<file path="config.mk">
export PLATFORM = sky130hd
export DESIGN_NAME = pwm_decoder
export DESIGN_NICKNAME = d
export VERILOG_FILES = /design/src/rtl/pwm_pkg.sv /design/src/rtl/sync_2ff.sv /design/src/rtl/pwm_decoder.sv
export SDC_FILE = /design/constraint.sdc
export NUM_CORES = 1
export LEC_CHECK = 0
export CAP_MARGIN = 40
export CORE_MARGIN = 5
export CORE_UTILIZATION = 51
export DETAILED_ROUTE_END_ITERATION = 8
export PLACE_DENSITY = 0.81
export SLEW_MARGIN = 10
export SYNTH_ARGS = -nofsm -noshare
export SYNTH_HDL_FRONTEND = slang
export SYNTH_SLANG_ARGS = --single-unit
</file>
<file path="constraint.sdc">
create_clock -name clk -period 2.2 [get_ports clk]
set_clock_uncertainty 0.2 [all_clocks]
set_input_delay 0.44 -clock clk [delete_from_list [all_inputs] [get_ports clk]]
set_output_delay 0.44 -clock clk [all_outputs]
set_load 0.005 [all_outputs]
</file>
<file path="src/rtl/pwm_pkg.sv">
// Shared types and width helpers for the PWM link receive path.
package pwm_pkg;

    typedef enum logic [1:0] {
        DEC_IDLE,
        DEC_HIGH,
        DEC_LOW,
        DEC_STUCK
    } pwm_dec_state_t;

    // Measurement counters need two bits beyond the duty code so that
    // a full period and the timeout window both fit without wrapping.
    function automatic int meas_width(input int n);
        return n + 2;
    endfunction

endpackage

</file>
<file path="src/rtl/sync_2ff.sv">
// Two-flop synchronizer for a single asynchronous input bit.
module sync_2ff #(
    parameter logic RST_VAL = 1'b0
) (
    input  logic clk,
    input  logic rst_n,
    input  logic d,
    output logic q
);

    logic meta_q;
    logic sync_q;

    always_ff @(posedge clk or negedge rst_n) begin
        if (!rst_n) begin
            meta_q <= RST_VAL;
            sync_q <= RST_VAL;
        end else begin
            meta_q <= d;
            sync_q <= meta_q;
        end
    end

    assign q = sync_q;

endmodule

</file>
<file path="src/rtl/pwm_decoder.sv">
// PWM receiver: measures high time and period in step units, reconstructs
// the generator duty code and reports lines stuck low or high.
module pwm_decoder
    import pwm_pkg::*;
#(
    parameter int N       = 8,
    parameter int TIMEOUT = 2 ** (N + 1)
) (
    input  logic         clk,
    input  logic         rst,
    input  logic         ena,
    input  logic         step,
    input  logic         pwm_in,
    output logic         valid,
    output logic [N+1:0] high_time,
    output logic [N+1:0] period,
    output logic [N-1:0] duty,
    output logic         stuck,
    output logic         stuck_level
);

    localparam int CW = meas_width(N);
    localparam logic [CW-1:0] TMO_LAST = CW'(TIMEOUT - 1);
    localparam logic [CW-1:0] DUTY_MAX = CW'((1 << N) - 1);

    logic s;

    sync_2ff #(.RST_VAL(1'b0)) u_sync (
        .clk   (clk),
        .rst_n (rst),
        .d     (pwm_in),
        .q     (s)
    );

    pwm_dec_state_t state_q, state_d;
    logic           p_q, p_d;
    logic [CW-1:0]  hcnt_q, hcnt_d, pcnt_q, pcnt_d, ecnt_q, ecnt_d;
    logic           valid_q, valid_d;
    logic [CW-1:0]  ht_q, ht_d, per_q, per_d;
    logic [N-1:0]   duty_q, duty_d;
    logic           stuck_q, stuck_d, lvl_q, lvl_d;

    logic           rise, fall, tmo;
    logic           start_per, to_stuck, pub_norm;
    logic [CW-1:0]  hm1;

    always_comb begin
        state_d   = state_q;
        p_d       = p_q;
        hcnt_d    = hcnt_q;
        pcnt_d    = pcnt_q;
        ecnt_d    = ecnt_q;
        valid_d   = 1'b0;
        ht_d      = ht_q;
        per_d     = per_q;
        duty_d    = duty_q;
        stuck_d   = stuck_q;
        lvl_d     = lvl_q;
        start_per = 1'b0;
        to_stuck  = 1'b0;
        pub_norm  = 1'b0;
        rise      = s & ~p_q;
        fall      = ~s & p_q;
        tmo       = (ecnt_q == TMO_LAST);
        hm1       = hcnt_q - CW'(1);

        if (!ena) begin
            state_d = DEC_IDLE;
            hcnt_d  = '0;
            pcnt_d  = '0;
            ecnt_d  = '0;
            p_d     = 1'b1;
        end else if (step) begin
            p_d = s;
            case (state_q)
                DEC_IDLE: begin
                    if (rise)     start_per = 1'b1;
                    else if (tmo) to_stuck  = 1'b1;
                    else          ecnt_d    = ecnt_q + CW'(1);
                end
                DEC_HIGH, DEC_LOW: begin
                    // Edges take priority over a timeout landing on the same sample.
                    if (state_q == DEC_LOW && rise) begin
                        pub_norm  = 1'b1;
                        start_per = 1'b1;
                    end else if (state_q == DEC_HIGH && fall) begin
                        state_d = DEC_LOW;
                        pcnt_d  = pcnt_q + CW'(1);
                        ecnt_d  = '0;
                    end else if (tmo) begin
                        to_stuck = 1'b1;
                    end else begin
                        pcnt_d = pcnt_q + CW'(1);
                        hcnt_d = hcnt_q + CW'(s);
                        ecnt_d = ecnt_q + CW'(1);
                    end
                end
                DEC_STUCK: begin
                    if (rise) begin
                        start_per = 1'b1;
                    end else if (fall) begin
                        state_d = DEC_IDLE;
                        hcnt_d  = '0;
                        pcnt_d  = '0;
                        ecnt_d  = '0;
                    end
                end
                default: state_d = DEC_IDLE;
            endcase
        end

        if (start_per) begin
            state_d = DEC_HIGH;
            hcnt_d  = CW'(1);
            pcnt_d  = CW'(1);
            ecnt_d  = '0;
        end
        // Published counts are the ones accumulated before the closing rise.
        if (pub_norm) begin
            valid_d = 1'b1;
            stuck_d = 1'b0;
            ht_d    = hcnt_q;
            per_d   = pcnt_q;
            duty_d  = (hm1 > DUTY_MAX) ? {N{1'b1}} : hm1[N-1:0];
        end
        if (to_stuck) begin
            state_d = DEC_STUCK;
            valid_d = 1'b1;
            stuck_d = 1'b1;
            lvl_d   = s;
            ht_d    = '0;
            per_d   = '0;
            duty_d  = {N{s}};
        end
    end

    // p resets high so a line already high at startup is not seen as a rise.
    always_ff @(posedge clk or negedge rst) begin
        if (!rst) begin
            state_q <= DEC_IDLE;
            p_q     <= 1'b1;
            hcnt_q  <= '0;
            pcnt_q  <= '0;
            ecnt_q  <= '0;
            valid_q <= 1'b0;
            ht_q    <= '0;
            per_q   <= '0;
            duty_q  <= '0;
            stuck_q <= 1'b0;
            lvl_q   <= 1'b0;
        end else begin
            state_q <= state_d;
            p_q     <= p_d;
            hcnt_q  <= hcnt_d;
            pcnt_q  <= pcnt_d;
            ecnt_q  <= ecnt_d;
            valid_q <= valid_d;
            ht_q    <= ht_d;
            per_q   <= per_d;
            duty_q  <= duty_d;
            stuck_q <= stuck_d;
            lvl_q   <= lvl_d;
        end
    end

    assign valid       = valid_q;
    assign high_time   = ht_q;
    assign period      = per_q;
    assign duty        = duty_q;
    assign stuck       = stuck_q;
    assign stuck_level = lvl_q;

endmodule

</file>
==> results of run 1 <==
[synth_stat cells, types with 2 or more instances]
master,count
dfrtp_1,65
nand2_1,63
o21ai_0,36
nor2_1,32
clkbuf_1,17
nand3_1,17
a21oi_1,16
inv_1,16
ha_1,10
a211o_1,9
xnor2_1,9
mux2i_1,8
o22a_1,7
and3_1,6
o22ai_1,6
a211oi_1,5
and2_1,5
nor2b_1,5
or3_1,5
buf_6,4
nand2b_1,4
nand4_1,4
nor3_1,4
nor4_1,4
and3b_1,3
buf_2,3
o31ai_1,3
or4_1,3
a311oi_1,2
a31o_2,2
nand3b_1,2
o211ai_1,2
[repair_timing]
item / in CTS / in global routing
pin swaps: 4 / 33
hold endpoints to repair: 14 / 0
gates cloned: 0 / 5
hold buffers: 1 / 0
setup buffers: 4 / 14
endpoints found under the setup margin: 55 / 59
gates resized for setup: 17 / 123
[critical path, delay by kind of cell, from the launching register on]
family	cells	cell delay (ps)
AOI/OAI and AO/OA	1	340
buffers and inverters	2	280
DFF	1	570
and+or+nand+nor	4	820
[cell type report]
class | instances | area [sq um]
multi-input combinational | 292 | 2220
clock inverter | 7 | 103
clock buffer | 9 | 124
sequential | 66 | 1650
inverter | 16 | 60.1
fill | 406 | 1540
timing repair buffer | 115 | 1050
tap | 96 | 120
[path summary, 6_finish.rpt]
kind / from / cells after the start / slack [ps] / to
max: p_q$_DFFE_PN1N_ / 7 / -130 / duty[2]$_DFFE_PN0P_
min: u_sync.meta_q$_DFF_PN0_ / 0 / 150 / u_sync.q$_DFF_PN0_
max reg2reg: p_q$_DFFE_PN1N_ / 7 / -130 / duty[2]$_DFFE_PN0P_
min reg2reg: u_sync.meta_q$_DFF_PN0_ / 0 / 150 / u_sync.q$_DFF_PN0_
max in group asynchronous: rst / 3 / 790 / p_q$_DFFE_PN1N_
min in group asynchronous: rst / 2 / 340 / duty[2]$_DFFE_PN0P_
[per-layer routing]
layer | track usage, % | vias to the layer above | wire (microns)
met4 | 10.5 | 0 | 524
li1 | - | 1608 | -
met2 | 35.4 | 178 | 5700
met3 | 3.85 | 57 | 753
met5 | 0 | - | 0
met1 | 29.2 | 1781 | 4610
[cells by family after synthesis]
group | count (synthesis)
AND/OR/NAND/NOR | 167
AO/OA/AOI/OAI | 96
flip-flops | 66
buffers and inverters | 40
XOR/XNOR | 10
adder cells (fa/ha/maj) | 10
multiplexers | 9
[power by group]
part           switching [mW]  internal, mW
Combinational           0.252         0.211
Sequential             0.0593          1.26
Clock                   0.528         0.649
Total                   0.839          2.12
[registers in the layout, summed over array words and instances, names as in the netlist, 2 cells and up]
name / count
pcnt_q: 10
hcnt_q: 10
duty: 8
state_q: 2
high_time: 10
period: 10
ecnt_q: 10
==> results summary, run 1 <==
The slowest stage of the critical path belongs to the cell dfstp_2. The global-route usage over all layers came out at 22.2%. The checks that failed: negative setup slack.

The synthesized netlist occupies a cell area of 0.00363 sq mm. Among all flip-flop cells after synthesis, the most frequent one is dfrtp_1. Setup repair after global routing could not meet its margin everywhere. The element type at the critical path end is a flop. The number of violations reported at the end of detailed-routing iteration 0 is 287. Walking the worst path, the cells encountered are buf_6 -> and3b_2 -> buf_4 -> nor3_2 -> and4bb_4 -> nor2_2 -> a211o_1. For this run, the slowest stage of the critical path takes 570 ps. The die outline area is 0.00890 sq mm. The layout-stage area growth over the synthesis result came out at 47.0%.

The number of max-slew violations in the final report came out at 0. Clock tree synthesis found a total of 66 sinks. The non-filler instance count after layout is 601.

The Yosys step of the flow raised 0 warnings. The flow ran to the end, but the final reports show violations. In this run the worst path has a maximum fanout of 8.

The final weighted congestion of routability-driven global placement is 0.911. The worst setup path is of the flop to flop kind. The synthesized netlist contains 53 unique library cells.

The number of nets handed over by synthesis was 413. The worst hold-check slack is 155 ps. Of the post-synthesis cell area, the dominant cell type holds 44.9%.

The adder-cell area share of the yosys netlist is 3.45%. The synthesized design contains 0 enable-type register cells. The area inside the core boundary came out at 0.00687 sq mm.

The floorplan has 30 rows. For this design the static power due to leakage is 2.42 nW. The number of antenna violations at the first check in global routing came out at 0. The routed design has 11.6 mm of wire. The worst setup slack before clock tree synthesis is -390 ps. The via count of the first global-routing pass was 3,295. The count of final setup violators is 48. The wire length of the first global-routing pass came out at 15.6 mm. In this run the tool buffered the top-level ports with 35 buffer cells. The largest total area in the synthesized netlist belongs to dfrtp_1. The final layout contains 515 nets. TritonCTS built the clock tree. The total inserted antenna cells is 0.

The combinational family with the most area after synthesis is simple AND/OR/NAND/NOR gates. The half-perimeter wire length of the detailed placement result is 6.26 mm. By area the synthesized netlist is led by dfrtp_1 (45%), nand2_1 (6.5%), o21ai_0 (5.0%), ha_1 (3.5%), nor2_1 (3.3%). The path class of the tightest hold or removal check is flop to flop. The number of routed nets with antenna violations came out at 0. The fraction of registers with async set or reset after synthesis came out at 100%. The worst endpoint required time is 2240 ps. The later-pin clock latency in the skew report came out at 360 ps.

The top cell types in the final layout, fill and taps aside, are dfrtp_1 (64), nand2_1 (61), buf_4 (60). Summing the sequential cell areas from Yosys gives 45.6% of the chip area. The root buffer cell chosen for the clock tree is clkbuf_8.

The achievable clock frequency came out at 429 MHz. The top-level port count is 36. The commonest non-fill, non-tap cell in the layout is dfrtp_1. Across all setup checks in the final design, the least slack found is -132 ps. The post-layout total power is 2.96 mW. The sum of negative setup slack is -3800 ps.

The actual transition at the worst max-transition pin is 535 ps. The number of buffers added by the clock tree synthesis step is 9. The clock-pin slew reported for the worst setup and hold paths after clock tree synthesis is 70 ps. The xor and xnor fraction of the mapped netlist area came out at 2.42%.

The floorplan die width came out at 94.3 microns. The kind of start point of the critical path is a flop. Multiplexer cells account for 2.52% of the synthesized area. The mean instance size in the synthesized netlist is 9.11 sq um.

The simple-gate portion of the synthesized area came out at 22.8%. The data arrival time at the worst-slack endpoint is 2370 ps. The cell area after layout is 0.00533 sq mm. After technology mapping, the gate count stands at 398. The complex-gate fraction of the synthesized area came out at 18.1%.

The register bit total from synthesis is 66. The initial core utilization came out at 52.8%. Dividing the detail-routed wire length by the instance count gives 19.3 microns. The iteration count of the initial detailed-routing pass is 5. Entering global routing, the biggest net connects 35 pins. The maximum vdd ir drop came out at 0.342 mV.

The total overflow left after global routing is 0. Measured against its own limit, the worst slew margin works out to 64.4%. In the routed design, unresolved DRC markers number 0. The buffer levels on the longest clock path is 2.

The cell count after placement came out at 561. The power density over the cells came out at 555 mW/mm^2. The max capacitance violation total came out at 0. The end-of-flow core utilization came out at 77.6%. Using the TritonRoute via totals, the vias-per-cell ratio works out to 6.03.

Cells with a size suffix above 1 make up 35.6% of the layout. CTS built an H-tree with a depth of 3. The smallest clock period supported by the final layout is computed as 2330 ps.

The total via count after detailed routing came out at 3,624. Measured along the y axis, the die boundary spans 94.3 microns. The final period utilization is 106%.

After detailed placement, the total cell area comes to 0.00442 sq mm. The number of hold violations in the final report came out at 0.
(Power assumes the default switching activity.)
==> run 2: changes to the inputs <==
PLACE_DENSITY = 0.75   (was 0.81)
SLEW_MARGIN = unset   (was 10)
==> results summary, run 2 (same netlist as run 1, synthesis figures left out) <==
Status: complete, but fails checks (unchanged). Failing checks: negative setup slack (unchanged). The actual transition at the worst max-transition pin is 398 ps (was 535 ps). Setup repair after global routing missed its margin: true (unchanged). The hold path startpoint is u_sync.meta_q$_DFF_PN0_ (unchanged). The worst min-delay path category is flop to flop (unchanged). The number of rows created at floorplan was 30 (unchanged). The remaining design rule violation count is 0 (unchanged).

The number of hold violations in the final report is 0 (unchanged). The critical-path cell with the highest stage delay is or4_1 (was dfstp_2). The vertical extent of the die was 94.3 microns (unchanged). The wire length of the first global-routing pass came out at 15.0 mm (was 15.6 mm). The class of the most critical setup path is flop to flop (unchanged). The buffer levels on the longest clock path was 2 (unchanged).

The worst setup slack before clock tree synthesis is -420 ps (was -390 ps). The aggregate routed wire length is 10.3 mm (was 11.6 mm). The number of buffer cells added on primary ports came out at 35 (unchanged). The element type at the critical path end is a flop (unchanged). The count of final setup violators was 38 (was 48). The max capacitance violation total came out at 0 (unchanged). The iteration count of the initial detailed-routing pass came out at 5 (unchanged). The area inside the core boundary came to 0.00687 sq mm (unchanged).

Commonest cells after routing, fill and taps aside: nand2_1 (63), dfrtp_1 (63), buf_4 (59) (was dfrtp_1 (64), nand2_1 (61), buf_4 (60)). The top-level port count is 36 (unchanged). The worst hold-check slack is 175 ps (was 155 ps).

The H-tree level count is 3 (unchanged). The cell seen most often among critical-path stages is buf_4. The average wire length per cell after detail routing came out at 17.1 microns (was 19.3 microns). The clock-pin slew reported for the worst setup and hold paths after clock tree synthesis is 70 ps (about the same).

The vias per cell was 5.81 (was 6.03). The floorplan die width was 94.3 microns (unchanged). The maximum number of pins on one net before global-route repair was 45 (was 35). The number of nets in the layout is 515 (unchanged). The post-layout total power came out at 2.98 mW (was 2.96 mW). CP Cell Sequence: ha_2 -> buf_4 -> nor2b_1 -> o21ai_0 -> buf_4 -> or4_1 -> nand3_1 (was buf_6 -> and3b_2 -> buf_4 -> nor3_2 -> and4bb_4 -> nor2_2 -> a211o_1). The global-route usage over all layers is 21.5% (was 22.2%). The number of antenna violations at the first check in global routing came out at 0 (unchanged). The power density over the cells came to 573 mW/mm^2 (was 555 mW/mm^2).

The filler cell count in the final layout is 458 (was 406). The layout-stage area growth over the synthesis result is 43.7% (was 47.0%). The total inserted antenna cells came out at 0 (unchanged). The origin of the worst setup path is state_q[1]$_DFFE_PN0P_ (was p_q$_DFFE_PN1N_). The final weighted congestion of routability-driven global placement came out at 0.835 (was 0.911). The cell count after placement is 562 (was 561). The worst endpoint required time is 2300 ps (was 2240 ps).

The non-filler instance count after layout is 601 (unchanged). The clock tree from TritonCTS is built (unchanged). The achievable clock frequency was 436 MHz (was 429 MHz). The initial core utilization is 52.8% (unchanged). The worst-case headroom to the max-slew limit is 73.4% (was 64.4%). The sink count of the clock tree came to 66 (unchanged). The maximum vdd ir drop is 0.401 mV (was 0.342 mV). The CTS root buffer is clkbuf_8 (unchanged). The total grt overflow is 0 (unchanged). The start of the worst register-to-register path was state_q[1]$_DFFE_PN0P_ (was p_q$_DFFE_PN1N_). The half-perimeter wire length of the detailed placement result is 6.14 mm (was 6.26 mm). The final period utilization is 104% (was 106%). The minimum period implied by the final worst setup slack was 2290 ps (was 2330 ps).

The total via count after detailed routing is 3,493 (was 3,624). The die outline area came out at 0.00890 sq mm (unchanged). The number of violations reported at the end of detailed-routing iteration 0 came out at 298 (was 287). The setup slack of the critical path after layout is -92.1 ps (was -132 ps). The largest fanout on the critical path was 11 (was 8).

The later-pin clock latency in the skew report is 360 ps (about the same). The via count of the first global-routing pass is 3,187 (was 3,295). The number of max-slew violations in the final report is 0 (unchanged). The share of layout cells above drive strength 1 came to 35.6% (unchanged). The maximum cell stage delay along the critical path is 480 ps (was 570 ps). The number of routed nets with antenna violations was 0 (unchanged). The data arrival time at the worst-slack endpoint came out at 2390 ps (was 2370 ps). The static leakage is 2.35 nW (was 2.42 nW). The number of buffers added by the clock tree synthesis step came out at 9 (unchanged). The kind of start point of the critical path is a flop (unchanged).
## run 2: final timing paths
| kind | to | slack (ps) | depth (start not counted) |
|---|---|---|---|
| max in group asynchronous | state_q[1]$_DFFE_PN0P_ | 1060 | 3 |
| min in group asynchronous | u_sync.meta_q$_DFF_PN0_ | 240 | 2 |
| worst min-delay path | u_sync.q$_DFF_PN0_ | 180 | 0 |
| worst max-delay path | hcnt_q[8]$_DFFE_PN0P_ | -90 | 7 |
| worst min register to register | u_sync.q$_DFF_PN0_ | 180 | 0 |
| worst max register to register | hcnt_q[8]$_DFFE_PN0P_ | -90 | 7 |
## run 2: final cells by class
type	count	area (sq um)	share of cell area (%)
tap	96	120	2.31
clock buffer	12	155	2.98
multi-input combinational	292	2120	40.7
timing repair buffer	115	1030	19.7
sequential	66	1660	31.8
inverter	16	60.1	1.15
clock inverter	4	73.8	1.42
## run 2: layer usage
| metal | GRT usage, % | routed length, microns |
|---|---|---|
| met2 | 34.8 | 4870 |
| met1 | 27.5 | 4420 |
| met5 | 0 | 0 |
| met3 | 5.45 | 610 |
| met4 | 8.90 | 352 |
## run 2: what timing repair did
| item | 4_1_cts | 5_1_grt |
|---|---|---|
| pin swaps | 7 | 32 |
| gates resized for setup | 29 | 99 |
| hold buffers | 1 | 0 |
| hold endpoints to repair | 63 | 0 |
| setup endpoints to repair | 51 | 60 |
| buffers inserted | 3 | 14 |
| cloned | 1 | 4 |
## run 2: worst max-delay path: cells and delay by family (launching register included)
family                     cells  cell delay (ps)
adders and majority gates      1              200
DFF                            1              450
buffers and inverters          2              400
AOI/OAI and AO/OA              1              200
and+or+nand+nor                3              780
## run 2: power breakdown
part	leakage [nW]	switching, mW	internal (mW)
logic	1.33	0.245	0.232
clock network	0.117	0.490	0.700
registers	0.902	0.0553	1.26
total	2.35	0.791	2.19
## run 2: metrics by stage
step / setup TNS (ps) / util (%) / cell area, sq um
global route: -4180 / 75.8 / 5210
CTS: -259 / 69.5 / 4780
finish: -1280 / 75.8 / 5210
global placement: -15960 / 64.4 / 4430
detailed placement: -17620 / 64.4 / 4430
floorplan: -83.2 / - / 3660
==> run 3: changes to the inputs <==
CORE_UTILIZATION = 30   (was 51)
PLACE_DENSITY = unset   (was 0.75)
SLEW_MARGIN = 10   (was unset)
==> results summary, run 3 (same netlist as run 1, synthesis figures left out) <==
The end-of-flow core utilization came to 44.4% (was 75.8%). Setup repair after global routing missed its margin: true (unchanged). The largest fanout on the critical path was 5 (was 11). The total inserted antenna cells is 0 (unchanged). The aggregate routed wire length is 9.97 mm (was 10.3 mm).

The CTS root buffer is clkbuf_16 (was clkbuf_8). The setup slack of the critical path after layout is -58.3 ps (was -92.1 ps). The cell count after placement came out at 614 (was 562). The clock-pin slew reported for the worst setup and hold paths after clock tree synthesis is 60 ps (was 70 ps). The element type at the critical path end is a flop (unchanged). The die outline area came out at 0.0144 sq mm (was 0.00890 sq mm). The power density over the cells is 604 mW/mm^2 (was 573 mW/mm^2). The H-tree level count came out at 3 (unchanged).

The worst endpoint required time is 2230 ps (was 2300 ps). The sink count of the clock tree is 66 (unchanged). The area inside the core boundary came out at 0.0119 sq mm (was 0.00687 sq mm).

The kind of start point of the critical path was a flop (unchanged). The top-level port count came out at 36 (unchanged). The class of the most critical setup path is flop to flop (unchanged). The worst min-delay path category is flop to flop (unchanged). The number of buffers added by the clock tree synthesis step came out at 9 (unchanged). The later-pin clock latency in the skew report is 340 ps (was 360 ps).

The number of max-slew violations in the final report came out at 0 (unchanged). The static leakage is 2.36 nW (was 2.35 nW). The average wire length per cell after detail routing came out at 15.5 microns (was 17.1 microns).

The maximum vdd ir drop was 0.481 mV (was 0.401 mV). The final weighted congestion of routability-driven global placement is 0.860 (was 0.835). The non-filler instance count after layout was 645 (was 601). The post-layout total power came out at 3.20 mW (was 2.98 mW). The achievable clock frequency is 443 MHz (was 436 MHz).

The floorplan die width came out at 120 microns (was 94.3 microns). Leaving out fill and tap cells, the most frequent cell in the layout is dfrtp_1. The maximum number of pins on one net before global-route repair came out at 42 (was 45). Commonest cells after routing, fill and taps aside: dfrtp_1 (65), nand2_1 (62), buf_4 (57) (was nand2_1 (63), dfrtp_1 (63), buf_4 (59)). The filler cell count in the final layout came out at 1,138 (was 458). The number of buffer cells added on primary ports is 35 (unchanged). The count of final setup violators came out at 19 (was 38).

The worst hold-check slack was 156 ps (was 175 ps). The number of nets in the layout came out at 508 (was 515). The worst-case headroom to the max-slew limit is 64.4% (was 73.4%).

The data arrival time at the worst-slack endpoint came out at 2290 ps (was 2390 ps). The global-route usage over all layers came out at 13.6% (was 21.5%). The number of violations reported at the end of detailed-routing iteration 0 is 195 (was 298). The layout-stage area growth over the synthesis result was 46.0% (was 43.7%).

The minimum period implied by the final worst setup slack came out at 2260 ps (was 2290 ps). The iteration count of the initial detailed-routing pass came out at 5 (unchanged). The initial core utilization came to 30.4% (was 52.8%). The share of layout cells above drive strength 1 is 32.7% (was 35.6%). The wire length of the first global-routing pass came to 15.9 mm (was 15.0 mm). The vias per cell came out at 5.09 (was 5.81). The total via count after detailed routing is 3,283 (was 3,493).

The total grt overflow came out at 0 (unchanged). The via count of the first global-routing pass came to 3,245 (was 3,187). The buffer levels on the longest clock path is 2 (unchanged).

The number of rows created at floorplan is 40 (was 30). The remaining design rule violation count is 0 (unchanged). The final period utilization is 103% (was 104%). Status: complete, but fails checks (unchanged). The clock tree from TritonCTS was built (unchanged). The number of hold violations in the final report came out at 0 (unchanged). The vertical extent of the die came to 120 microns (was 94.3 microns).

The actual transition at the worst max-transition pin came out at 535 ps (was 398 ps). The number of antenna violations at the first check in global routing is 0 (unchanged). The number of routed nets with antenna violations was 0 (unchanged). The max capacitance violation total was 0 (unchanged). Failing checks: negative setup slack (unchanged). The half-perimeter wire length of the detailed placement result is 6.59 mm (was 6.14 mm).
run 3: cell types whose count changed in the layout (fill, tap and decap cells not counted), sizes merged:
| cell | change |
|---|---|
| dlymetal6s2s | +1 |
| clkbuf | -2 |
| dlygate4sd2 | -1 |
| clkinvlp | +1 |
| buf | -7 |
| clkinv | +1 |
| bufinv | -1 |
| inv | +1 |
run 3: area by class of cell:
class                   instances  area, sq um  share of cell area (%)
well taps                     147          184                    3.47
multi-input cells             292         2140                    40.4
repair buffers                108          955                    18.0
inverters                      16         60.1                    1.13
clock buffers                  10          239                    4.51
clock inverters                 6         65.1                    1.23
flip-flops and latches         66         1650                    31.2
run 3: power by group:
part | internal, mW | switching (mW) | leakage (nW) | total (mW)
clock | 0.909 | 0.558 | 0.149 | 1.47
sequential | 1.26 | 0.0514 | 0.905 | 1.31
combinational | 0.196 | 0.220 | 1.30 | 0.416
total | 2.37 | 0.830 | 2.36 | 3.20
run 3: final timing paths:
check	endpoint	cells after the start	slack (ps)	startpoint
min in group asynchronous	ecnt_q[4]$_DFFE_PN0P_	3	440	rst
hold / removal	u_sync.q$_DFF_PN0_	0	160	u_sync.meta_q$_DFF_PN0_
setup / recovery	ecnt_q[4]$_DFFE_PN0P_	11	-60	state_q[1]$_DFFE_PN0P_
hold reg to reg	u_sync.q$_DFF_PN0_	0	160	u_sync.meta_q$_DFF_PN0_
setup reg to reg	ecnt_q[4]$_DFFE_PN0P_	11	-60	state_q[1]$_DFFE_PN0P_
max in group asynchronous	high_time[3]$_DFFE_PN0P_	3	900	rst
run 3: metrics by stage:
step           setup WS (ps)  cell area [sq um]  TNS, ps
3_3_place_gp            -405               4490   -19780
3_5_place_dp            -461               4490   -22960
5_1_grt                 -145               5290    -2090
2_1_floorplan          -50.9               3660    -83.2
4_1_cts                -62.6               5030     -815
6_report               -58.3               5290     -343
run 3: worst max-delay path, cell delays in order (launching register included):
cell	delay, ps
dfrtp_1	400
inv_2	90
buf_4	110
ha_2	170
nand3b_1	160
buf_6	170
buf_4	120
and2_4	150
o21ai_2	150
buf_6	140
nor2_1	40
a31o_2	240
run 3: what timing repair did:
item | 4_1_cts | 5_1_grt
hold buffers | 1 | 0
pin swaps | 18 | 17
gates cloned | 3 | 2
endpoints found under the hold margin | 24 | 0
buffers inserted | 5 | 5
resized for setup | 63 | 68
endpoints found under the setup margin | 54 | 59
run 3: layer usage:
metal	routed length, microns	GRT usage (%)	share of wire (%)
met1	4370	16.9	44
met2	4980	22.5	50
met3	448	3.58	4.5
met4	174	5.65	1.7
met5	0	0	0
